### src/rtl/dram_arbiter.sv
// Two-core DRAM arbiter: grants one core per access, alternating on contention,
// and sequences a single DRAM write or read (with RD_LAT-cycle read latency).
module dram_arbiter #(
  parameter int unsigned RD_LAT = 1
) (
  input  logic       CLK,
  input  logic       rst_n,
  input  logic [3:0] Mem_Ctrl0,
  input  logic [3:0] Mem_Ctrl1,
  input  logic [7:0] DAddress0,
  input  logic [7:0] DAddress1,
  input  logic [7:0] Ddout0,
  input  logic [7:0] Ddout1,
  output logic [7:0] Ddin0,
  output logic [7:0] Ddin1,
  output logic       dacq0,
  output logic       dacq1,
  output logic [7:0] DAddress,
  output logic [7:0] Ddout,
  output logic       wren,
  input  logic [7:0] Dq,
  output logic [2:0] dramacq
);

  typedef enum logic [1:0] {IDLE, ACCESS, WAIT_RD, DONE} state_t;

  localparam logic [1:0] CNT_LAST = 2'(RD_LAT - 1);

  state_t     state_q, state_d;
  logic       owner_q, owner_d;   // 0 = core0, 1 = core1
  logic       last_q,  last_d;    // last core served
  logic       wr_q,    wr_d;
  logic [1:0] cnt_q,   cnt_d;
  logic [7:0] addr_q,  addr_d;
  logic [7:0] data_q,  data_d;
  logic [7:0] din0_q,  din0_d;
  logic [7:0] din1_q,  din1_d;

  logic req0, req1;
  logic unused_ctrl;

  assign req0        = |Mem_Ctrl0[1:0];
  assign req1        = |Mem_Ctrl1[1:0];
  assign unused_ctrl = ^{Mem_Ctrl0[3:2], Mem_Ctrl1[3:2]};

  always_comb begin
    state_d = state_q;
    owner_d = owner_q;
    last_d  = last_q;
    wr_d    = wr_q;
    cnt_d   = cnt_q;
    addr_d  = addr_q;
    data_d  = data_q;
    din0_d  = din0_q;
    din1_d  = din1_q;
    case (state_q)
      IDLE: begin
        if (req0 || req1) begin
          // On contention the core not served last wins.
          owner_d = (req0 && req1) ? ~last_q : req1;
          addr_d  = owner_d ? DAddress1 : DAddress0;
          data_d  = owner_d ? Ddout1    : Ddout0;
          wr_d    = owner_d ? Mem_Ctrl1[1] : Mem_Ctrl0[1];
          state_d = ACCESS;
        end
      end
      ACCESS: begin
        cnt_d   = '0;
        state_d = wr_q ? DONE : WAIT_RD;
      end
      WAIT_RD: begin
        if (cnt_q == CNT_LAST) begin
          if (owner_q) din1_d = Dq;
          else         din0_d = Dq;
          state_d = DONE;
        end else begin
          cnt_d = cnt_q + 2'd1;
        end
      end
      DONE: begin
        last_d  = owner_q;
        state_d = IDLE;
      end
      default: state_d = IDLE;
    endcase
  end

  always_ff @(posedge CLK or negedge rst_n) begin
    if (!rst_n) begin
      state_q <= IDLE;
      owner_q <= 1'b0;
      last_q  <= 1'b1;
      wr_q    <= 1'b0;
      cnt_q   <= '0;
      addr_q  <= '0;
      data_q  <= '0;
      din0_q  <= '0;
      din1_q  <= '0;
    end else begin
      state_q <= state_d;
      owner_q <= owner_d;
      last_q  <= last_d;
      wr_q    <= wr_d;
      cnt_q   <= cnt_d;
      addr_q  <= addr_d;
      data_q  <= data_d;
      din0_q  <= din0_d;
      din1_q  <= din1_d;
    end
  end

  always_comb begin
    wren     = (state_q == ACCESS) && wr_q;
    dacq0    = (state_q == DONE) && !owner_q;
    dacq1    = (state_q == DONE) &&  owner_q;
    dramacq  = '0;
    if (state_q != IDLE) begin
      dramacq[2] = 1'b1;
      dramacq[0] = !owner_q;
      dramacq[1] = owner_q;
    end
    DAddress = addr_q;
    Ddout    = data_q;
    Ddin0    = din0_q;
    Ddin1    = din1_q;
  end

endmodule

### config.mk
export PLATFORM = sky130hd
export DESIGN_NAME = dram_arbiter
export DESIGN_NICKNAME = d
export VERILOG_FILES = /design/src/rtl/dram_arbiter.sv
export SDC_FILE = /design/constraint.sdc
export NUM_CORES = 1
export LEC_CHECK = 0
export ABC_AREA = 1
export BUFFER_PORTS_ARGS = -buffer_cell sky130_fd_sc_hd__buf_2
export CAP_MARGIN = 20
export CORE_UTILIZATION = 34
export DETAILED_ROUTE_END_ITERATION = 16
export SYNTH_ARGS = -nofsm -noshare
export SYNTH_HDL_FRONTEND = slang
export SYNTH_SLANG_ARGS = --single-unit
### constraint.sdc
create_clock -name CLK -period 4.55 [get_ports CLK]
set_input_delay 0.455 -clock CLK [delete_from_list [all_inputs] [get_ports CLK]]
set_output_delay 0.455 -clock CLK [all_outputs]
set_load 0.01 [all_outputs]
==> run metrics <==
Worst Setup Path Type=register to register; Die Span Y=77.8 µm; Placed Instances=388; clock buffers created by TritonCTS=5; Pins Over Slew Limit=0; proportion of synthesized flip-flops having asynchronous set or reset=100%; post-synthesis cell type count=19; maximum capacitance violations=0; internal reg-to-reg setup slack=2590 ps; tightest slew margin relative to the limit=43.7%; overall overflow remaining after global route=0; RePlAce Congestion=0.729; HP Class=input pin to async pin; Final Skew=9.17 ps; library cell occupying the most area in the post-synthesis netlist=sky130_fd_sc_hd__dfrtp_1; number of antenna violations at the first check in global routing=0; post-CTS repair timing setup buffer count=0; detailed router's first-iteration violation count=59; clock input transition at the sequential cells of the worst setup and hold paths=80 ps; adder and majority cell fraction of the synthesized area=between 3 and 4%; reg-to-reg critical path startpoint=state_q[0]; required time of the critical path=4720 ps; simple-gate share of the synthesized area=29.6%; dominant cell type by count on the critical path=sky130_fd_sc_hd__inv_1; P&R area growth vs syn=29.2%; row cnt=27; overall power after layout=1.63 mW; via count of the first global-routing pass=roughly 1.7k; gate count of the mapped netlist=240; slew at the pin with the worst max-slew slack=845 ps; half-perimeter wire length after detailed placement=3210 µm; fraction of final layout cells sized beyond drive strength 1=30.6%; CTS tree=built; CTS Root Cell=sky130_fd_sc_hd__clkbuf_8; Finish-stage setup viols=0; standard cell core area=between 5000 and 6000 µm²; routed wirelength normalized by instance count=11.2 µm; deepest clock path buffer count=2; endpoint kind of the worst setup timing path=register; synthesized-area fraction occupied by xor and xnor cells=0%; total of buffers placed on input and output ports=83; post-CTS sizing=0; cell at the slowest stage of the critical path=sky130_fd_sc_hd__a21oi_4; aggregate negative setup slack=0 ps; Clock H-tree levels=2; Leakage Power=between 1 and 1.5 nW; aggregate routed wire length=between 4000 and 5000 µm; initial cell density of the core=between 30% and 40%; Hold Vio Cnt, Final=0; antenna diode instance count=0; top area cells in the synthesized netlist=sky130_fd_sc_hd__dfrtp_1, sky130_fd_sc_hd__nand2_1, sky130_fd_sc_hd__inv_1; fmax=509 MHz; post-synth top area share=48.7%; maximum single-stage delay on the critical path=460 ps; Critical Path Source Type=register; Synth Net Count=296; DRC violations left=0; final cell count without fillers=396; RSZ-0062 raised after global routing=no; per-cell via count in the routed design=4.43; multiplexer area fraction after synthesis=0%; worst ir drop on vdd=~260 µV; Period Utilization, post-route=43.2%; pin count of the biggest net entering global routing=40; final-layout worst hold slack=263 ps; die area=6050 µm²; Compound-Gate Fraction of Synth Area=7.05%; clock sink total=39; fin nets=379; largest family of logic cells by synthesized area=simple AND/OR/NAND/NOR gates; areal power density over the cells=647 nW/µm²; cell chain of the critical path=inv_1 > ha_1 > inv_1 > a21oi_4 > inv_2 > nand2_1 > o21ai_1; cell area after technology mapping=between 1500 and 2000 µm²; Total GRT Usage=15.8%; I/O pin count=88; Synthesis Warnings=0; total number of vias=1,755; insertion delay to the later sink of the worst-skew pair=290 ps; arrival time at the worst endpoint=2130 ps; Synth top cells by count=sky130_fd_sc_hd__nand2_1, sky130_fd_sc_hd__dfrtp_1, sky130_fd_sc_hd__inv_1; CTS hold repair buffers=0; wire length of the first global-routing pass=between 7000 and 8000 µm; count of nets left with antenna violations after detail routing=0; run status=finished, final reports clean; final critical path time including I/O delays and setup=around 2000 ps; Seq/Total Area, Yosys=50.1%; horizontal die dimension=about 78 µm; syn avg cell area=8.13 µm²; final core area utilization=45.8%; Pre-antenna DRT Iters=4; flip-flop cell with the highest count after synthesis=sky130_fd_sc_hd__dfrtp_1; count of flip-flops with a built-in enable after synthesis=0; Seq cells post-synth=39; worst reg-to-reg path cell count=7; maximum fanout count along the critical path=18; Worst R2R End=owner_q; most used standard cell by instance count after synthesis=sky130_fd_sc_hd__nand2_1
placed cells by master (no fill, tap or decap), types with 2 or more instances in the layout:
| cell type | count |
|---|---|
| sky130_fd_sc_hd__nand2_1 | 85 |
| sky130_fd_sc_hd__buf_2 | 83 |
| sky130_fd_sc_hd__dfrtp_1 | 38 |
| sky130_fd_sc_hd__inv_1 | 34 |
| sky130_fd_sc_hd__nand3_1 | 21 |
| sky130_fd_sc_hd__o21ai_0 | 20 |
| sky130_fd_sc_hd__nand3b_1 | 16 |
| sky130_fd_sc_hd__ha_1 | 6 |
| sky130_fd_sc_hd__clkbuf_8 | 5 |
| sky130_fd_sc_hd__nor2_1 | 4 |
| sky130_fd_sc_hd__nor2_2 | 2 |
| sky130_fd_sc_hd__inv_2 | 2 |
critical path, delay by kind of cell, from the launching register on:
kind | cells | cell delay [ps]
adder cells (fa/ha/maj) | 1 | 230
buffers and inverters | 3 | 550
AO/OA/AOI/OAI | 2 | 530
flip-flops | 1 | 430
AND/OR/NAND/NOR | 1 | 110
worst max path at each step:
stage | start | to | slack, ps | depth (start not counted)
final | state_q[0] | owner_q | 2590 | 7
after global routing | state_q[0] | DAddress[4] | 2390 | 7
after CTS | state_q[0] | owner_q | 2530 | 7
after detailed placement | state_q[0] | owner_q | 2530 | 7
after global placement | state_q[0] | owner_q | 2560 | 7
after floorplan | state_q[0] | DAddress[5] | 3050 | 8
power by group:
part	internal (mW)	switching, mW
clock	0.163	0.122
sequential	0.519	0.0989
combinational	0.280	0.447
total	0.963	0.668
stage by stage:
stage	instance area, µm²	setup slack [ps]
after floorplan	1950	3050
after global placement	2410	2560
after detailed placement	2410	2530
after CTS	2520	2530
after global routing	2520	2390
final	2520	2590
registers in the layout (all words and copies together) (netlist names):
signal	count
DAddress	8
cnt_q	2
Ddout	8
Ddin0	8
wr_q	1
owner_q	1
state_q	2
Ddin1	8
last_q	1
routing by layer:
layer / track usage, % / routed length, µm / share of wire, %
met1: 20.9 / 2170 / 49
met2: 25.4 / 1930 / 43
met3: 4.94 / 312 / 7.0
met4: 3.40 / 34 / 0.76
met5: 0 / 0 / 0
final cells by class:
| type | count | area, µm² |
|---|---|---|
| Clock buffer | 5 | 68.8 |
| Clock inverter | 3 | 43.8 |
| Fill cell | 573 | 2990 |
| Inverter | 36 | 135 |
| Multi-Input combinational cell | 158 | 791 |
| Sequential cell | 39 | 977 |
| Tap cell | 72 | 90.1 |
| Timing Repair Buffer | 83 | 415 |
logic make-up after synthesis:
logic type / Yosys count
DFF: 39
adders and majority gates: 6
and+or+nand+nor: 129
buffers and inverters: 43
AOI/OAI and AO/OA: 23
Power figures use the tool's default switching activity.
